===== src/rtl/itlb_assoc_if.sv =====
// itlb_assoc_if: lookup, flush and walker-refill signals of the instruction TLB.
// The slave modport is the TLB side; the master modport is the fetch/walker side.
interface itlb_assoc_if #(
   parameter int VPN_WIDTH  = 20,
   parameter int PPN_WIDTH  = 20,
   parameter int ASID_WIDTH = 9
);
   logic                  i_stall;
   logic                  i_flush;
   logic                  i_read;
   logic [VPN_WIDTH-1:0]  i_vpn;
   logic [ASID_WIDTH-1:0] i_asid;
   logic                  o_avail;
   logic                  o_hit;
   logic [PPN_WIDTH-1:0]  o_ppn;
   logic                  o_exec;
   logic                  o_busy;
   logic                  o_miss_req;
   logic [VPN_WIDTH-1:0]  o_miss_vpn;
   logic                  i_miss_ack;
   logic                  i_refill_valid;
   logic [PPN_WIDTH-1:0]  i_refill_ppn;
   logic                  i_refill_exec;
   logic                  i_refill_fault;
   logic                  o_refill_fault;

   modport slave (
      input  i_stall, i_flush, i_read, i_vpn, i_asid,
      input  i_miss_ack, i_refill_valid, i_refill_ppn, i_refill_exec, i_refill_fault,
      output o_avail, o_hit, o_ppn, o_exec, o_busy,
      output o_miss_req, o_miss_vpn, o_refill_fault
   );

   modport master (
      output i_stall, i_flush, i_read, i_vpn, i_asid,
      output i_miss_ack, i_refill_valid, i_refill_ppn, i_refill_exec, i_refill_fault,
      input  o_avail, o_hit, o_ppn, o_exec, o_busy,
      input  o_miss_req, o_miss_vpn, o_refill_fault
   );
endinterface


===== src/rtl/itlb_assoc.sv =====
// itlb_assoc: fully-associative instruction TLB with a registered lookup result,
// a miss-request/refill handshake towards the page table walker, and
// first-invalid-then-round-robin victim selection.
// Optional feature macro: ITLB_ASID_EN adds a per-entry ASID tag that is
// captured at miss time and compared on lookup.
module itlb_assoc #(
   parameter int NUM_ENTRIES = 8,
   parameter int VPN_WIDTH   = 20,
   parameter int PPN_WIDTH   = 20,
   parameter int ASID_WIDTH  = 9
) (
   input  logic        i_clk,
   input  logic        i_rst_n,
   itlb_assoc_if.slave bus
);
   localparam int IDX_W = $clog2(NUM_ENTRIES);

   typedef enum logic [1:0] {
      IDLE = 2'd0,
      REQ  = 2'd1,
      WAIT = 2'd2
   } state_e;

   state_e                 state_q, state_d;
   logic [NUM_ENTRIES-1:0] valid_q, valid_d;
   logic [VPN_WIDTH-1:0]   vpn_q  [NUM_ENTRIES];
   logic [VPN_WIDTH-1:0]   vpn_d  [NUM_ENTRIES];
   logic [PPN_WIDTH-1:0]   ppn_q  [NUM_ENTRIES];
   logic [PPN_WIDTH-1:0]   ppn_d  [NUM_ENTRIES];
   logic [NUM_ENTRIES-1:0] exec_q, exec_d;

   logic                   avail_q, avail_d;
   logic                   hit_q, hit_d;
   logic [PPN_WIDTH-1:0]   res_ppn_q, res_ppn_d;
   logic                   res_exec_q, res_exec_d;
   logic [VPN_WIDTH-1:0]   lookup_vpn_q, lookup_vpn_d;
   logic [VPN_WIDTH-1:0]   miss_vpn_q, miss_vpn_d;
   logic [IDX_W-1:0]       rr_q, rr_d;
   logic                   refill_fault_q, refill_fault_d;

`ifdef ITLB_ASID_EN
   logic [ASID_WIDTH-1:0]  asid_q [NUM_ENTRIES];
   logic [ASID_WIDTH-1:0]  asid_d [NUM_ENTRIES];
   logic [ASID_WIDTH-1:0]  lookup_asid_q, lookup_asid_d;
   logic [ASID_WIDTH-1:0]  miss_asid_q, miss_asid_d;
`else
   logic                   unused_asid;
   assign unused_asid = ^bus.i_asid;
`endif

   logic                   busy;
   logic                   lookup_accept;
   logic [NUM_ENTRIES-1:0] entry_match;
   logic                   hit_any;
   logic [IDX_W-1:0]       hit_idx;
   logic                   have_invalid;
   logic [IDX_W-1:0]       free_idx;
   logic [IDX_W-1:0]       victim_idx;

   assign busy          = (state_q != IDLE);
   assign lookup_accept = bus.i_read && !bus.i_stall && !busy && !bus.i_flush;
   assign victim_idx    = have_invalid ? free_idx : rr_q;

   // Per-entry tag compare against the incoming lookup.
   always_comb begin
      for (int i = 0; i < NUM_ENTRIES; i++) begin
`ifdef ITLB_ASID_EN
         entry_match[i] = valid_q[i] && (vpn_q[i] == bus.i_vpn) && (asid_q[i] == bus.i_asid);
`else
         entry_match[i] = valid_q[i] && (vpn_q[i] == bus.i_vpn);
`endif
      end
   end

   // Priority-encode the matches; scanning downwards lets the lowest index win a multi-hit.
   always_comb begin
      hit_any = 1'b0;
      hit_idx = '0;
      for (int i = NUM_ENTRIES - 1; i >= 0; i--) begin
         if (entry_match[i]) begin
            hit_any = 1'b1;
            hit_idx = IDX_W'(i);
         end
      end
   end

   // Find the lowest-index invalid entry, preferred over the round-robin victim.
   always_comb begin
      have_invalid = 1'b0;
      free_idx     = '0;
      for (int i = NUM_ENTRIES - 1; i >= 0; i--) begin
         if (!valid_q[i]) begin
            have_invalid = 1'b1;
            free_idx     = IDX_W'(i);
         end
      end
   end

   // Next-state for the result registers, refill FSM and entry array; flush overrides everything.
   always_comb begin
      state_d        = state_q;
      valid_d        = valid_q;
      vpn_d          = vpn_q;
      ppn_d          = ppn_q;
      exec_d         = exec_q;
      avail_d        = avail_q;
      hit_d          = hit_q;
      res_ppn_d      = res_ppn_q;
      res_exec_d     = res_exec_q;
      lookup_vpn_d   = lookup_vpn_q;
      miss_vpn_d     = miss_vpn_q;
      rr_d           = rr_q;
      refill_fault_d = 1'b0;
`ifdef ITLB_ASID_EN
      asid_d         = asid_q;
      lookup_asid_d  = lookup_asid_q;
      miss_asid_d    = miss_asid_q;
`endif

      if (bus.i_flush) begin
         avail_d = 1'b0;
      end else if (bus.i_stall) begin
         avail_d = avail_q;
      end else if (lookup_accept) begin
         avail_d      = 1'b1;
         hit_d        = hit_any;
         res_ppn_d    = hit_any ? ppn_q[hit_idx] : '0;
         res_exec_d   = hit_any ? exec_q[hit_idx] : 1'b0;
         lookup_vpn_d = bus.i_vpn;
`ifdef ITLB_ASID_EN
         lookup_asid_d = bus.i_asid;
`endif
      end else begin
         avail_d = 1'b0;
      end

      if (bus.i_flush) begin
         state_d = IDLE;
         valid_d = '0;
      end else begin
         case (state_q)
            IDLE: begin
               if (avail_q && !hit_q) begin
                  state_d    = REQ;
                  miss_vpn_d = lookup_vpn_q;
`ifdef ITLB_ASID_EN
                  miss_asid_d = lookup_asid_q;
`endif
               end
            end
            REQ: begin
               if (bus.i_miss_ack) begin
                  state_d = WAIT;
               end
            end
            WAIT: begin
               if (bus.i_refill_valid) begin
                  state_d = IDLE;
                  if (bus.i_refill_fault) begin
                     refill_fault_d = 1'b1;
                  end else begin
                     valid_d[victim_idx] = 1'b1;
                     vpn_d[victim_idx]   = miss_vpn_q;
                     ppn_d[victim_idx]   = bus.i_refill_ppn;
                     exec_d[victim_idx]  = bus.i_refill_exec;
`ifdef ITLB_ASID_EN
                     asid_d[victim_idx]  = miss_asid_q;
`endif
                     if (!have_invalid) begin
                        rr_d = rr_q + IDX_W'(1);
                     end
                  end
               end
            end
            default: begin
               state_d = IDLE;
            end
         endcase
      end
   end

   // State and storage registers with asynchronous active-low reset.
   always_ff @(posedge i_clk or negedge i_rst_n) begin
      if (!i_rst_n) begin
         state_q        <= IDLE;
         valid_q        <= '0;
         exec_q         <= '0;
         for (int i = 0; i < NUM_ENTRIES; i++) begin
            vpn_q[i] <= '0;
            ppn_q[i] <= '0;
`ifdef ITLB_ASID_EN
            asid_q[i] <= '0;
`endif
         end
         avail_q        <= 1'b0;
         hit_q          <= 1'b0;
         res_ppn_q      <= '0;
         res_exec_q     <= 1'b0;
         lookup_vpn_q   <= '0;
         miss_vpn_q     <= '0;
         rr_q           <= '0;
         refill_fault_q <= 1'b0;
`ifdef ITLB_ASID_EN
         lookup_asid_q  <= '0;
         miss_asid_q    <= '0;
`endif
      end else begin
         state_q        <= state_d;
         valid_q        <= valid_d;
         exec_q         <= exec_d;
         vpn_q          <= vpn_d;
         ppn_q          <= ppn_d;
`ifdef ITLB_ASID_EN
         asid_q         <= asid_d;
         lookup_asid_q  <= lookup_asid_d;
         miss_asid_q    <= miss_asid_d;
`endif
         avail_q        <= avail_d;
         hit_q          <= hit_d;
         res_ppn_q      <= res_ppn_d;
         res_exec_q     <= res_exec_d;
         lookup_vpn_q   <= lookup_vpn_d;
         miss_vpn_q     <= miss_vpn_d;
         rr_q           <= rr_d;
         refill_fault_q <= refill_fault_d;
      end
   end

   assign bus.o_avail        = avail_q;
   assign bus.o_hit          = hit_q;
   assign bus.o_ppn          = res_ppn_q;
   assign bus.o_exec         = res_exec_q;
   assign bus.o_busy         = busy;
   assign bus.o_miss_req     = (state_q == REQ);
   assign bus.o_miss_vpn     = miss_vpn_q;
   assign bus.o_refill_fault = refill_fault_q;
endmodule


===== src/flat_wrapper.sv =====
// flat-port wrapper written by rule: the top's interface ports become plain ports
module itlb_assoc_flat 
#(
   parameter int NUM_ENTRIES = 8,
   parameter int VPN_WIDTH   = 20,
   parameter int PPN_WIDTH   = 20,
   parameter int ASID_WIDTH  = 9
)
  (i_clk, i_rst_n, bus_i_stall, bus_i_flush, bus_i_read, bus_i_vpn, bus_i_asid, bus_i_miss_ack, bus_i_refill_valid, bus_i_refill_ppn, bus_i_refill_exec, bus_i_refill_fault, bus_o_avail, bus_o_hit, bus_o_ppn, bus_o_exec, bus_o_busy, bus_o_miss_req, bus_o_miss_vpn, bus_o_refill_fault);
  itlb_assoc_if #(.VPN_WIDTH(VPN_WIDTH), .PPN_WIDTH(PPN_WIDTH), .ASID_WIDTH(ASID_WIDTH)) bus_i ();
  input  logic i_clk;
  input  logic i_rst_n;
  input wire logic [$bits(bus_i.i_stall)-1:0] bus_i_stall;
  input wire logic [$bits(bus_i.i_flush)-1:0] bus_i_flush;
  input wire logic [$bits(bus_i.i_read)-1:0] bus_i_read;
  input wire logic [$bits(bus_i.i_vpn)-1:0] bus_i_vpn;
  input wire logic [$bits(bus_i.i_asid)-1:0] bus_i_asid;
  input wire logic [$bits(bus_i.i_miss_ack)-1:0] bus_i_miss_ack;
  input wire logic [$bits(bus_i.i_refill_valid)-1:0] bus_i_refill_valid;
  input wire logic [$bits(bus_i.i_refill_ppn)-1:0] bus_i_refill_ppn;
  input wire logic [$bits(bus_i.i_refill_exec)-1:0] bus_i_refill_exec;
  input wire logic [$bits(bus_i.i_refill_fault)-1:0] bus_i_refill_fault;
  output wire logic [$bits(bus_i.o_avail)-1:0] bus_o_avail;
  output wire logic [$bits(bus_i.o_hit)-1:0] bus_o_hit;
  output wire logic [$bits(bus_i.o_ppn)-1:0] bus_o_ppn;
  output wire logic [$bits(bus_i.o_exec)-1:0] bus_o_exec;
  output wire logic [$bits(bus_i.o_busy)-1:0] bus_o_busy;
  output wire logic [$bits(bus_i.o_miss_req)-1:0] bus_o_miss_req;
  output wire logic [$bits(bus_i.o_miss_vpn)-1:0] bus_o_miss_vpn;
  output wire logic [$bits(bus_i.o_refill_fault)-1:0] bus_o_refill_fault;
  assign bus_i.i_stall = bus_i_stall;
  assign bus_i.i_flush = bus_i_flush;
  assign bus_i.i_read = bus_i_read;
  assign bus_i.i_vpn = bus_i_vpn;
  assign bus_i.i_asid = bus_i_asid;
  assign bus_i.i_miss_ack = bus_i_miss_ack;
  assign bus_i.i_refill_valid = bus_i_refill_valid;
  assign bus_i.i_refill_ppn = bus_i_refill_ppn;
  assign bus_i.i_refill_exec = bus_i_refill_exec;
  assign bus_i.i_refill_fault = bus_i_refill_fault;
  assign bus_o_avail = bus_i.o_avail;
  assign bus_o_hit = bus_i.o_hit;
  assign bus_o_ppn = bus_i.o_ppn;
  assign bus_o_exec = bus_i.o_exec;
  assign bus_o_busy = bus_i.o_busy;
  assign bus_o_miss_req = bus_i.o_miss_req;
  assign bus_o_miss_vpn = bus_i.o_miss_vpn;
  assign bus_o_refill_fault = bus_i.o_refill_fault;
  itlb_assoc #(.NUM_ENTRIES(NUM_ENTRIES), .VPN_WIDTH(VPN_WIDTH), .PPN_WIDTH(PPN_WIDTH), .ASID_WIDTH(ASID_WIDTH)) u_core (.i_clk(i_clk), .i_rst_n(i_rst_n), .bus(bus_i));
endmodule

===== config.mk =====
export PLATFORM = sky130hd
export DESIGN_NAME = itlb_assoc_flat
export DESIGN_NICKNAME = d
export VERILOG_FILES = /design/src/rtl/itlb_assoc_if.sv /design/src/rtl/itlb_assoc.sv /design/src/flat_wrapper.sv
export SDC_FILE = /design/constraint.sdc
export NUM_CORES = 1
export LEC_CHECK = 0
export CAP_MARGIN = 20
export CELL_PAD_IN_SITES_DETAIL_PLACEMENT = 0
export CELL_PAD_IN_SITES_GLOBAL_PLACEMENT = 1
export CORE_MARGIN = 5
export CORE_UTILIZATION = 40
export CTS_CLUSTER_SIZE = 14
export DETAILED_ROUTE_END_ITERATION = 10
export PLACE_DENSITY = 0.71
export SLEW_MARGIN = 20
export SYNTH_ARGS = -nofsm -noshare
export SYNTH_HDL_FRONTEND = slang
export SYNTH_SLANG_ARGS = --single-unit

===== constraint.sdc =====
create_clock -name i_clk -period 3.65 [get_ports i_clk]
set_clock_uncertainty 0.15 [all_clocks]
set_input_delay 0.365 -clock i_clk [delete_from_list [all_inputs] [get_ports i_clk]]
set_output_delay 0.365 -clock i_clk [all_outputs]
set_load 0.01 [all_outputs]

## Word level (Yosys, flattened, before mapping)

Index checks and enable logic that the tools add are counted.

- Add/sub/neg operators: 1
- Multiply operators: 0
- Div/mod/pow operators: 0
- $lt $le $gt $ge: 6
- Equality and inequality tests: 15
- Shift operators: 0
- Mux-type cells: 63
- Bitwise gates (word level): 7
- Reductions and logical operators: 28

Operators with widths:

| kind | number |
|---|---|
| $bwmux 160 | 2 |
| $eq 20x20->1 | 8 |
| $mux 20 | 4 |
| $bmux 20 s3 | 1 |
| $demux 20 s3 | 1 |
| $mux 3 | 17 |
| $mux 8 | 4 |
| $mux 1 | 26 |
| $logic_and 1x1->1 | 14 |
| $reduce_and 3->1 | 4 |
| $bwmux 8 | 1 |
| $ge 4x4->1 const B | 2 |
| $lt 3x4->1 const B | 2 |
| $mux 2 | 4 |
| $not 3->4 | 2 |
| $or 8x8->8 | 1 |
| $ne 3x3->1 const B | 2 |
| $pmux 2 s3 | 1 |
| $reduce_bool 2->1 | 3 |
| $reduce_and 5->1 | 1 |
| $logic_not 1->1 | 4 |
| $lt 4x1->1 const B | 1 |
| $not 1->1 | 4 |
| $reduce_and 4->1 | 1 |
| 10 further kinds | 10 |

- Register bits after elaboration: 405
- Latch bits: 0
- RAM bits: 0
- ROM bits: 0
- Bits of input ports: 58
- Word-level logic and storage cells: 147
- Memories: 0

## Depth between registers and ports, before layout

- Word-level depth: 18
- Gate-level depth with buffers: 13
- Mapped depth without buffers: 9

## Least setup slack after synthesis

Ideal clock, no wire load.

- Kind: in2reg
- Start point: input port bus_i_vpn[3]
- End point: register u_core.res_ppn_q[18], in the netlist u_core.bus.o_ppn[18]
- Library setup time: 0.127 ns
- Arrival: 2.779 ns
- Required time: 3.373 ns
- Setup slack: 0.594 ns
- Stages on the path: 11
- Path buffers: 2
- Path through: buf_4 -> xnor2_1 -> nand4_1 -> or4_1 -> or2_1 -> a211oi_4 -> and3_1 -> buf_4 -> or3b_1 -> a31oi_1 -> nor3_1

- Longest elaborated chain between the ends: 15
- Elaborated cells on any way between the ends: 37
- Classes of those cells: eq/ne (8); mux (20); bitwise (1); reduce/logical (8)

Ends and longest elaborated chain:

| what | line | RTL |
|---|---|---|
| start: declaration | flat_wrapper.sv:16 | `input wire logic [$bits(bus_i.i_vpn)-1:0] bus_i_vpn;` |
| $eq 20x20->1 | itlb_assoc.sv:70 | `entry_match[i] = valid_q[i] && (vpn_q[i] == bus.i_vpn);` |
| $logic_and 1x1->1 | itlb_assoc.sv:70 |  |
| $mux 3 (8 in a row) | itlb_assoc.sv:80 | `if (entry_match[i]) begin` |
| $not 3->4 (implied by the code) | itlb_assoc.sv:127 | `res_ppn_d = hit_any ? ppn_q[hit_idx] : '0;` |
| $bmux 20 s3 | itlb_assoc.sv:127 |  |
| $mux 20 (implied by the code) (2 in a row) | itlb_assoc.sv:127 |  |
| $mux 20 * | itlb_assoc.sv:127 |  |
| end signal: assignment | itlb_assoc.sv:220 | `res_ppn_q <= res_ppn_d;` |
| end: declaration | itlb_assoc.sv:34 | `logic [PPN_WIDTH-1:0] res_ppn_q, res_ppn_d;` |

Every way passes the cells marked *; elsewhere a longest branch is shown, timed or not. The select of a mux whose other input is x is not followed.
A chain may end at the register's enable or synchronous reset.

## Final worst setup path

- Start point: input port bus_i_vpn[13]
- End point: register u_core.res_ppn_q[10], in the netlist u_core.bus.o_ppn[10]

The elaborated chain is that of the path after synthesis.

==> impl_metrics.tcl <==
set metrics [dict create \
    antennaDiodeCount 0 \
    place.gp.congestion 0.884 \
    die_y_um 229 \
    tightestPinTransition_ps 918 \
    post_cts_resized 0 \
    status "complete, no violations" \
    hold_buffers 1 \
    synth_cell_types 67 \
    synthCells 1530 \
    path_clk_slew_ps 60 \
    drv_cap 0 \
    peakVddDrop_mv 0.298 \
    timing.critical_path.from_type "input pin" \
    syn-cell-area_um2 19100 \
    timing.slew.headroom 0.388 \
    coreArea_um2 47500 \
    grt_overflow 0 \
    synth-seq-cells 405 \
    grt_pass1_vias 13804 \
    end_kind "register" \
    seqCellArea_um2 10100 \
    holdWs_ps 228 \
    intPower_w 0.00790 \
    grt_pass1_wl_um 83400 \
    io_pins 104 \
    leakagePower_nw 11.2 \
    r2r_cells 14 \
    die_w_um 229 \
    maxSlewViolCount 0 \
    worstSetupPathType "input pin to register" \
    timing.fmax_mhz 295 \
    synth_ff_type "dfrtp_1" \
    timing.rr.start "u_core.vpn_q[91]" \
    path_max_fanout 6 \
    cts_root_buf "clkbuf_16" \
    nets 1831 \
    tritoncts "done" \
    holdCritPathClass "input pin to register" \
    r2r-end "u_core.bus.o_ppn[10]" \
    ant_nets 0 \
    power_frac_seq 0.472 \
    finalHoldViolCount 0 \
    cts_buffers 45 \
    setup_tns_ps 0 \
    dr.pass1.iters 5 \
    post-cts-setup-buffers 0 \
    drc 0 \
    clock_sinks 405 \
    clk-insertion-delay-late_ps 570 \
    finalCritPeriodShare 0.930 \
    fin_crit_ps 3400 \
    switching_power_w 0.00267 \
    die_area_um2 52300 \
    power_density_nw_per_um2 445 \
    crit_required_ps 3950 \
    htreeDepth 2 \
    final_common_cell "dfrtp_1" \
    synth_nets 1589 \
    rsz0062_at_grt "false" \
    area_growth_pct 24.1 \
    async_reset_ff_frac 1.00 \
    ys_seq_area_frac 0.530 \
    row_count 80 \
    start_util 0.402 \
    clockPowerShare 0.432 \
    antenna_found_initial 0 \
    share_comb_of_total_power 0.096 \
    grt_max_degree 109 \
    rrSetupSlack_ps 270 \
    avgSynthCellArea_um2 12.5 \
    setup_viol 0 \
    synth_edf_count 0 \
    place_hpwl_um 38000 \
    cp-endpoint "u_core.bus.o_ppn[10]" \
    drt_iter0_drc 683 \
    crit_start "bus_i_vpn[13]" \
    yosys_warnings 0 \
    nFillCells 4255 \
    final_cell_mix "dfrtp_1 (405), mux2_2 (349), buf_4 (160)" \
    routed_wirelength_um 53700 \
    multi_input_area_um2 8540 \
    crit_arrival_ps 3700 \
    num_vias 12952 \
    vias_per_cell 5.35 \
    cts_buffer_depth 3 \
    drive_gt1_frac 0.362 \
    grtUsageTotal 0.204 \
    portBuffers 94 \
    swShare 0.253 \
    wire_per_inst_um 22.2 \
]
## cell families (layout without fill, tap and decap cells)
kind of cell / count (synthesis) / in the layout / synth area share
buffers and inverters: 105 / 381 / 0.0263
xor gates and xnor gates: 160 / 160 / 0.0736
and+or+nand+nor: 337 / 337 / 0.0952
muxes: 377 / 377 / 0.220
DFF: 405 / 405 / 0.530
adders and majority gates: 1 / 1 / 0.000654
AOI/OAI and AO/OA: 145 / 145 / 0.0546
## per-stage QoR
step                      cell area [um2]   util  setup WS, ps  total power (W)  cells
after floorplan                     19100      -           594          0.00531   1530
after global placement              22300  0.468          -407          0.00608   2339
after detailed placement            22300  0.468          -381          0.00611   2339
after CTS                           23800  0.500           221           0.0107   2421
after global routing                23800  0.500           127           0.0110   2421
final                               23800  0.500           254           0.0106   2421
## synthesized netlist by cell type, types with 9 or more instances
library cell	instances	area (um2)
inv_1	15	56.3
o211ai_1	11	82.6
a21o_1	9	67.6
buf_1	11	41.3
or2_2	19	119
o22ai_1	16	100
xnor2_1	104	911
dfrtp_1	405	10100
nand3b_1	16	120
mux2i_1	28	280
nor3_1	11	55.1
nor4_1	16	100
a32o_1	16	160
a311oi_1	16	140
clkbuf_1	43	161
buf_2	24	120
nand2_1	103	387
buf_6	9	101
o21ai_0	30	150
nand3_1	19	95.1
nor2_1	49	184
xor2_1	55	482
a21oi_1	19	95.1
mux2_2	349	3930
nand2b_1	9	56.3
nand4_1	37	231
## flip-flops by register name, summed over array words and instances (netlist names)
name / flops
u_core.bus.o_miss_vpn: 20
u_core.valid_q: 8
u_core.bus.o_hit: 1
u_core.bus.o_exec: 1
u_core.rr_q: 3
u_core.bus.o_avail: 1
u_core.exec_q: 8
u_core.lookup_vpn_q: 20
u_core.bus.o_ppn: 20
u_core.state_q: 2
u_core.bus.o_refill_fault: 1
u_core.ppn_q: 160
u_core.vpn_q: 160
## power groups by stage
stage | sequential [W] | clock (W) | combinational, W
after global placement | 0.00506 | 0 | 0.00102
after CTS | 0.00499 | 0.00468 | 0.00104
after global routing | 0.00502 | 0.00487 | 0.00110
after floorplan | 0.00496 | 0 | 0.000349
final | 0.00499 | 0.00456 | 0.00102
after detailed placement | 0.00507 | 0 | 0.00103
## worst min-delay path by stage
| stage | from | slack [ps] | cells after the start | end |
|---|---|---|---|---|
| 2_1_floorplan | i_rst_n | -80 | 0 | u_core.bus.o_avail |
| 3_3_place_gp | u_core.lookup_vpn_q[0] | 300 | 2 | u_core.lookup_vpn_q[0] |
| 3_5_place_dp | u_core.lookup_vpn_q[19] | 310 | 2 | u_core.lookup_vpn_q[19] |
| 4_1_cts | bus_i_refill_fault | 190 | 2 | u_core.bus.o_refill_fault |
| 5_1_grt | bus_i_refill_fault | 240 | 2 | u_core.bus.o_refill_fault |
| 6_report | bus_i_refill_fault | 230 | 2 | u_core.bus.o_refill_fault |
## routing by layer
layer	up-vias	GRT usage	routed length, um
met5	-	0	0
met4	0	0.0637	1530
li1	5962	-	-
met1	6686	0.262	23200
met3	69	0.0291	1890
met2	235	0.359	27100
## critical path, stage by stage
cell	delay, ps
clkdlybuf4s50_1	440
buf_12	160
xnor2_1	220
buf_4	160
nand2_1	50
or4bb_1	520
or4_1	460
o211ai_1	120
a21boi_1	180
a2111oi_0	590
buf_4	210
o21ai_0	80
a21o_1	150
## final cells by class
cell class	instances	area share
sequential	405	0.427
multi-input combinational	1020	0.360
timing repair buffer	285	0.116
clock buffer	61	0.0551
tap	615	0.0324
clock inverter	20	0.00764
inverter	15	0.00237
(Power assumes the default switching activity.)
